===== config.mk =====
export PLATFORM = sky130hd
export DESIGN_NAME = vga_timing_600p
export DESIGN_NICKNAME = d
export VERILOG_FILES = /design/src/rtl/vga_timing_600p.sv
export SDC_FILE = /design/constraint.sdc
export NUM_CORES = 1
export LEC_CHECK = 0
export CORE_MARGIN = 2
export CORE_UTILIZATION = 53
export CTS_CLUSTER_DIAMETER = 150
export DETAILED_ROUTE_END_ITERATION = 7
export PLACE_DENSITY_LB_ADDON = 0.2
export SYNTH_ARGS = -nofsm -noshare
export SYNTH_HDL_FRONTEND = slang
export SYNTH_SLANG_ARGS = --single-unit

===== constraint.sdc =====
create_clock -name clk_pix -period 2.8 [get_ports clk_pix]
set_input_delay 0.28 -clock clk_pix [delete_from_list [all_inputs] [get_ports clk_pix]]
set_output_delay 0.28 -clock clk_pix [all_outputs]
set_load 0.02 [all_outputs]

===== src/rtl/vga_timing_600p.sv =====
// SVGA 800x600@60 raster timing generator running in the pixel-clock domain.
// Waits for the pixel clock to lock, then free-runs the (sx,sy) raster and
// produces registered hsync/vsync/de and line/frame start strobes. A
// synchronised loss of lock aborts the frame and returns to idle immediately.
module vga_timing_600p #(
  parameter int   H_ACTIVE = 800,
  parameter int   H_FP     = 40,
  parameter int   H_SYNC   = 128,
  parameter int   H_BP     = 88,
  parameter int   V_ACTIVE = 600,
  parameter int   V_FP     = 1,
  parameter int   V_SYNC   = 4,
  parameter int   V_BP     = 23,
  parameter logic H_POL    = 1'b1,
  parameter logic V_POL    = 1'b1
) (
  input  logic        clk_pix,
  input  logic        rst_n,
  input  logic        pix_locked,
  output logic [10:0] sx,
  output logic [9:0]  sy,
  output logic        hsync,
  output logic        vsync,
  output logic        de,
  output logic        line_start,
  output logic        frame_start,
  output logic        running
);

  localparam int H_TOTAL = H_ACTIVE + H_FP + H_SYNC + H_BP;
  localparam int V_TOTAL = V_ACTIVE + V_FP + V_SYNC + V_BP;

  // Counter-width copies of the timing boundaries so every compare is 11/10 bits.
  localparam logic [10:0] H_LAST     = 11'(H_TOTAL - 1);
  localparam logic [10:0] H_VIS_END  = 11'(H_ACTIVE);
  localparam logic [10:0] HS_START   = 11'(H_ACTIVE + H_FP);
  localparam logic [10:0] HS_END     = 11'(H_ACTIVE + H_FP + H_SYNC);
  localparam logic [9:0]  V_LAST     = 10'(V_TOTAL - 1);
  localparam logic [9:0]  V_VIS_END  = 10'(V_ACTIVE);
  localparam logic [9:0]  VS_START   = 10'(V_ACTIVE + V_FP);
  localparam logic [9:0]  VS_END     = 10'(V_ACTIVE + V_FP + V_SYNC);

  // Reject timing sets whose totals do not fit the fixed-width counters.
  generate
    if ((H_TOTAL - 1) > 2047 || (V_TOTAL - 1) > 1023) begin : g_param_check
      $error("vga_timing_600p: H_TOTAL/V_TOTAL overflow the 11/10-bit counters");
    end
  endgenerate

  typedef enum logic {
    WAIT_LOCK = 1'b0,
    RUN       = 1'b1
  } state_t;

  state_t      state_q, state_d;
  logic        lock_meta_q;
  logic        lock_s_q;
  logic [10:0] sx_q, sx_d;
  logic [9:0]  sy_q, sy_d;
  logic        hsync_q, hsync_d;
  logic        vsync_q, vsync_d;
  logic        de_q, de_d;
  logic        line_start_q, line_start_d;
  logic        frame_start_q, frame_start_d;
  logic        running_q, running_d;

  // Two-flop synchroniser bringing the asynchronous lock indication into clk_pix.
  always_ff @(posedge clk_pix or negedge rst_n) begin
    if (!rst_n) begin
      lock_meta_q <= 1'b0;
      lock_s_q    <= 1'b0;
    end else begin
      lock_meta_q <= pix_locked;
      lock_s_q    <= lock_meta_q;
    end
  end

  // Next-state logic: the outputs are decoded from the *next* counter values so
  // that the registered outputs always describe the pixel held in sx/sy.
  always_comb begin
    state_d       = state_q;
    sx_d          = '0;
    sy_d          = '0;
    hsync_d       = ~H_POL;
    vsync_d       = ~V_POL;
    de_d          = 1'b0;
    line_start_d  = 1'b0;
    frame_start_d = 1'b0;
    running_d     = 1'b0;

    case (state_q)
      WAIT_LOCK: begin
        if (lock_s_q) begin
          state_d   = RUN;
          running_d = 1'b1;
        end
      end
      RUN: begin
        if (!lock_s_q) begin
          // Abort mid-frame: everything falls back to idle values on this edge.
          state_d = WAIT_LOCK;
        end else begin
          running_d = 1'b1;
          if (sx_q == H_LAST) begin
            sx_d = '0;
            sy_d = (sy_q == V_LAST) ? 10'd0 : sy_q + 10'd1;
          end else begin
            sx_d = sx_q + 11'd1;
            sy_d = sy_q;
          end
        end
      end
      default: begin
        state_d = WAIT_LOCK;
      end
    endcase

    if (running_d) begin
      de_d          = (sx_d < H_VIS_END) && (sy_d < V_VIS_END);
      hsync_d       = ((sx_d >= HS_START) && (sx_d < HS_END)) ? H_POL : ~H_POL;
      vsync_d       = ((sy_d >= VS_START) && (sy_d < VS_END)) ? V_POL : ~V_POL;
      line_start_d  = (sx_d == 11'd0);
      frame_start_d = (sx_d == 11'd0) && (sy_d == 10'd0);
    end
  end

  // State, counters and decoded outputs all register together.
  always_ff @(posedge clk_pix or negedge rst_n) begin
    if (!rst_n) begin
      state_q       <= WAIT_LOCK;
      sx_q          <= '0;
      sy_q          <= '0;
      hsync_q       <= ~H_POL;
      vsync_q       <= ~V_POL;
      de_q          <= 1'b0;
      line_start_q  <= 1'b0;
      frame_start_q <= 1'b0;
      running_q     <= 1'b0;
    end else begin
      state_q       <= state_d;
      sx_q          <= sx_d;
      sy_q          <= sy_d;
      hsync_q       <= hsync_d;
      vsync_q       <= vsync_d;
      de_q          <= de_d;
      line_start_q  <= line_start_d;
      frame_start_q <= frame_start_d;
      running_q     <= running_d;
    end
  end

  assign sx          = sx_q;
  assign sy          = sy_q;
  assign hsync       = hsync_q;
  assign vsync       = vsync_q;
  assign de          = de_q;
  assign line_start  = line_start_q;
  assign frame_start = frame_start_q;
  assign running     = running_q;

endmodule


==> flow_metrics.tcl <==
set metrics [dict create \
    power_frac_seq_pct 51.9 \
    avgSynthCellArea_um2 9.21 \
    drt-initial-drc-count 92 \
    antenna_found_initial 0 \
    layout-drive-gt1-share_pct 9.26 \
    cts_resized 0 \
    crit_path_start "sx[0]" \
    finalNetCount 220 \
    track_usage_pct 24.7 \
    yosys-top-cells-area "dfrtp_1 (41%), xnor2_1 (5.4%), xor2_1 (5.0%), nor2_1 (4.5%), nand2_1 (3.8%)" \
    worstReg2RegEnd "vsync" \
    cp-endpoint "vsync" \
    fin_skew_ns 0.00703 \
    final-hold-violation-count 0 \
    ioPinCount 30 \
    clk_path_buf_depth 2 \
    grt_pass1_wl_um 6800 \
    dieArea_um2 3810 \
    dp_slack_ns 0.157 \
    start_util_pct 57.0 \
    worst-setup-path-type "reg2reg" \
    cts_tree "built" \
    run_status "complete, no violations" \
    required_ns 3.03 \
    netSwitchingPower_uw 174 \
    synth_nets 197 \
    place_area_um2 2040 \
    synth-edff-count 0 \
    regArea_um2 726 \
    relSlewSlack_pct 64.9 \
    gr-total-overflow 0 \
    finalMaxSlewViolations 0 \
    r2r_slack_ns 0.17 \
    cts_buffers 5 \
    syn_inst 192 \
    timing.final.ws_setup_ns 0.172 \
    final_core_util_pct 68.6 \
    regToRegStartpoint "sx[0]" \
    grt_pass1_vias 1426 \
    power.density_nw_per_um2 389 \
    p_total_uw 828 \
    synthTopCellsByCount "dfrtp_1 (29), nor2_1 (21), nand2_1 (18), xnor2_1 (11)" \
    leakage_nw 0.835 \
    reg2reg_depth 7 \
    multi_input_area_um2 946 \
    netlist_area_um2 1770 \
    clock_power_share_pct 42.9 \
    numPortBuffers 29 \
    crit_fanout 9 \
    finalWirelength_um 4130 \
    antenna_cells 0 \
    yosys.area.top_type "dfrtp_1" \
    crit_arrival_ns 2.86 \
    p_comb_share_pct 5.2 \
    grt_max_degree 30 \
    cts.sinks 29 \
    internal_power_uw 654 \
    min_period_over_period_pct 93.9 \
    swShare_pct 21.0 \
    drv_cap 0 \
    period_needed_ns 2.63 \
    insertion_delay_ns 0.33 \
    netlist.area_leader.share_pct 41.0 \
    tightest_slew_ns 0.514 \
    rsz0062_at_grt "no" \
    die_h_um 61.8 \
    htreeDepth 2 \
    crit_path_end_kind "register" \
    clkTransAtPathRegs_ns 0.09 \
    route.vias.total 1540 \
    setup_viol 0 \
    worstHoldPathType "in2async" \
    wl_per_cell_um 15.9 \
    ys.flop_type "dfrtp_1" \
    ir_worst_vdd_v 0.000275 \
    routabilityCongestion 0.938 \
    core_area_um2 3100 \
    yosys_register_bits 29 \
    cts-root-buf "clkbuf_4" \
    num_rows 20 \
    critPathLaunchType "register" \
    dp_hpwl_um 2950 \
    nFillCells 280 \
    firstDrtPassIters 4 \
    detail-route-antenna-nets 0 \
    synth_cell_types 53 \
    ys_seq_area_share_pct 41.0 \
    yosysWarnings 0 \
    post_cts_buffers 0 \
    fin_setup_tns_ns 0 \
    hold_buffers 0 \
    syn_to_final_growth_pct 20.4 \
    die_w_um 61.8 \
    synth_most_common_cell "dfrtp_1" \
    ys_async_sr_fraction_pct 100 \
    final_cell_area_um2 2130 \
    fmax_mhz 381 \
    drc_errors 0 \
    viasPerCell 5.92 \
]
==> cell type report <==
type / count / share of cell area [%]
inverters: 3 / 0.529
clock buffers: 7 / 2.59
well taps: 44 / 2.59
clock inverters: 1 / 1.41
multi-input cells: 145 / 44.4
flip-flops and latches: 29 / 34.1
repair buffers: 31 / 14.3
==> power groups by stage <==
stage	clock network (mW)	registers [mW]	logic, mW
after global routing	0.380	0.431	0.0477
after floorplan	0	0.443	0.0137
after detailed placement	0	0.438	0.0436
after global placement	0	0.437	0.0438
final	0.355	0.430	0.0431
after CTS	0.360	0.430	0.0439
==> how the worst min path moves through the flow <==
| stage | end | slack, ns | cells past startpoint |
|---|---|---|---|
| 3_5_place_dp | lock_s_q | 0.34 | 0 |
| 2_1_floorplan | de | -0.02 | 0 |
| 4_1_cts | lock_s_q | 0.32 | 2 |
| 3_3_place_gp | lock_s_q | 0.34 | 0 |
| 6_report | sy[4] | 0.31 | 2 |
| 5_1_grt | sy[2] | 0.35 | 2 |
==> stage by stage <==
stage | hold WS [ns] | instances
detailed placement | 0.344 | 252
global route | 0.346 | 260
finish | 0.308 | 260
floorplan | -0.0156 | 192
global placement | 0.341 | 252
CTS | 0.324 | 260
==> logic make-up (layout without fill, tap and decap cells) <==
logic type	after synthesis	count (layout)	synth area share (%)
simple gates	88	88	27.0
compound gates	31	31	12.8
flops	29	29	41.0
xor+xnor	21	21	10.4
buf+inv	18	42	5.52
mux	3	3	1.77
fa+ha+maj	2	2	1.42
==> registers in the layout (all words and copies together) (netlist names) <==
name	cells
de	1
frame_start	1
hsync	1
line_start	1
lock_meta_q	1
lock_s_q	1
running	1
sx	11
sy	10
vsync	1
==> critical path: stages (launching register included) <==
cell and delay [ns]:
dfrtp_1 0.47, ha_1 0.35, and3_1 0.32, nand3_1 0.27, or3_1 0.43, a21oi_1 0.32, o21ai_0 0.18, nor4_2 0.19
==> placed cells by master (no fill, tap or decap), types with 2 or more instances in the layout <==
master and count:
ha_1 2, a21oi_1 5, and4_1 2, a211oi_1 2, nand2_1 18, dfrtp_1 29, clkdlybuf4s50_1 29, or3_1 2
nor2_1 21, and2_1 3, a221oi_1 2, a31o_2 2, xnor2_1 11, nor2b_1 2, inv_1 3, clkbuf_4 5
buf_4 2, nor3_1 3, a31oi_1 2, nand2b_1 4, xor2_1 10, and3_1 5, nand3_1 10, o21ai_0 4
mux2i_1 2, nand4_1 7
==> metal layers <==
metal / global-route usage (%) / part of all wire (%) / wire length (um)
met1: 36.7 / 47 / 1950
met2: 35.0 / 45 / 1860
met3: 6.00 / 6.2 / 257
met4: 9.42 / 1.5 / 61
met5: 0 / 0 / 0
(Power assumes the default switching activity.)
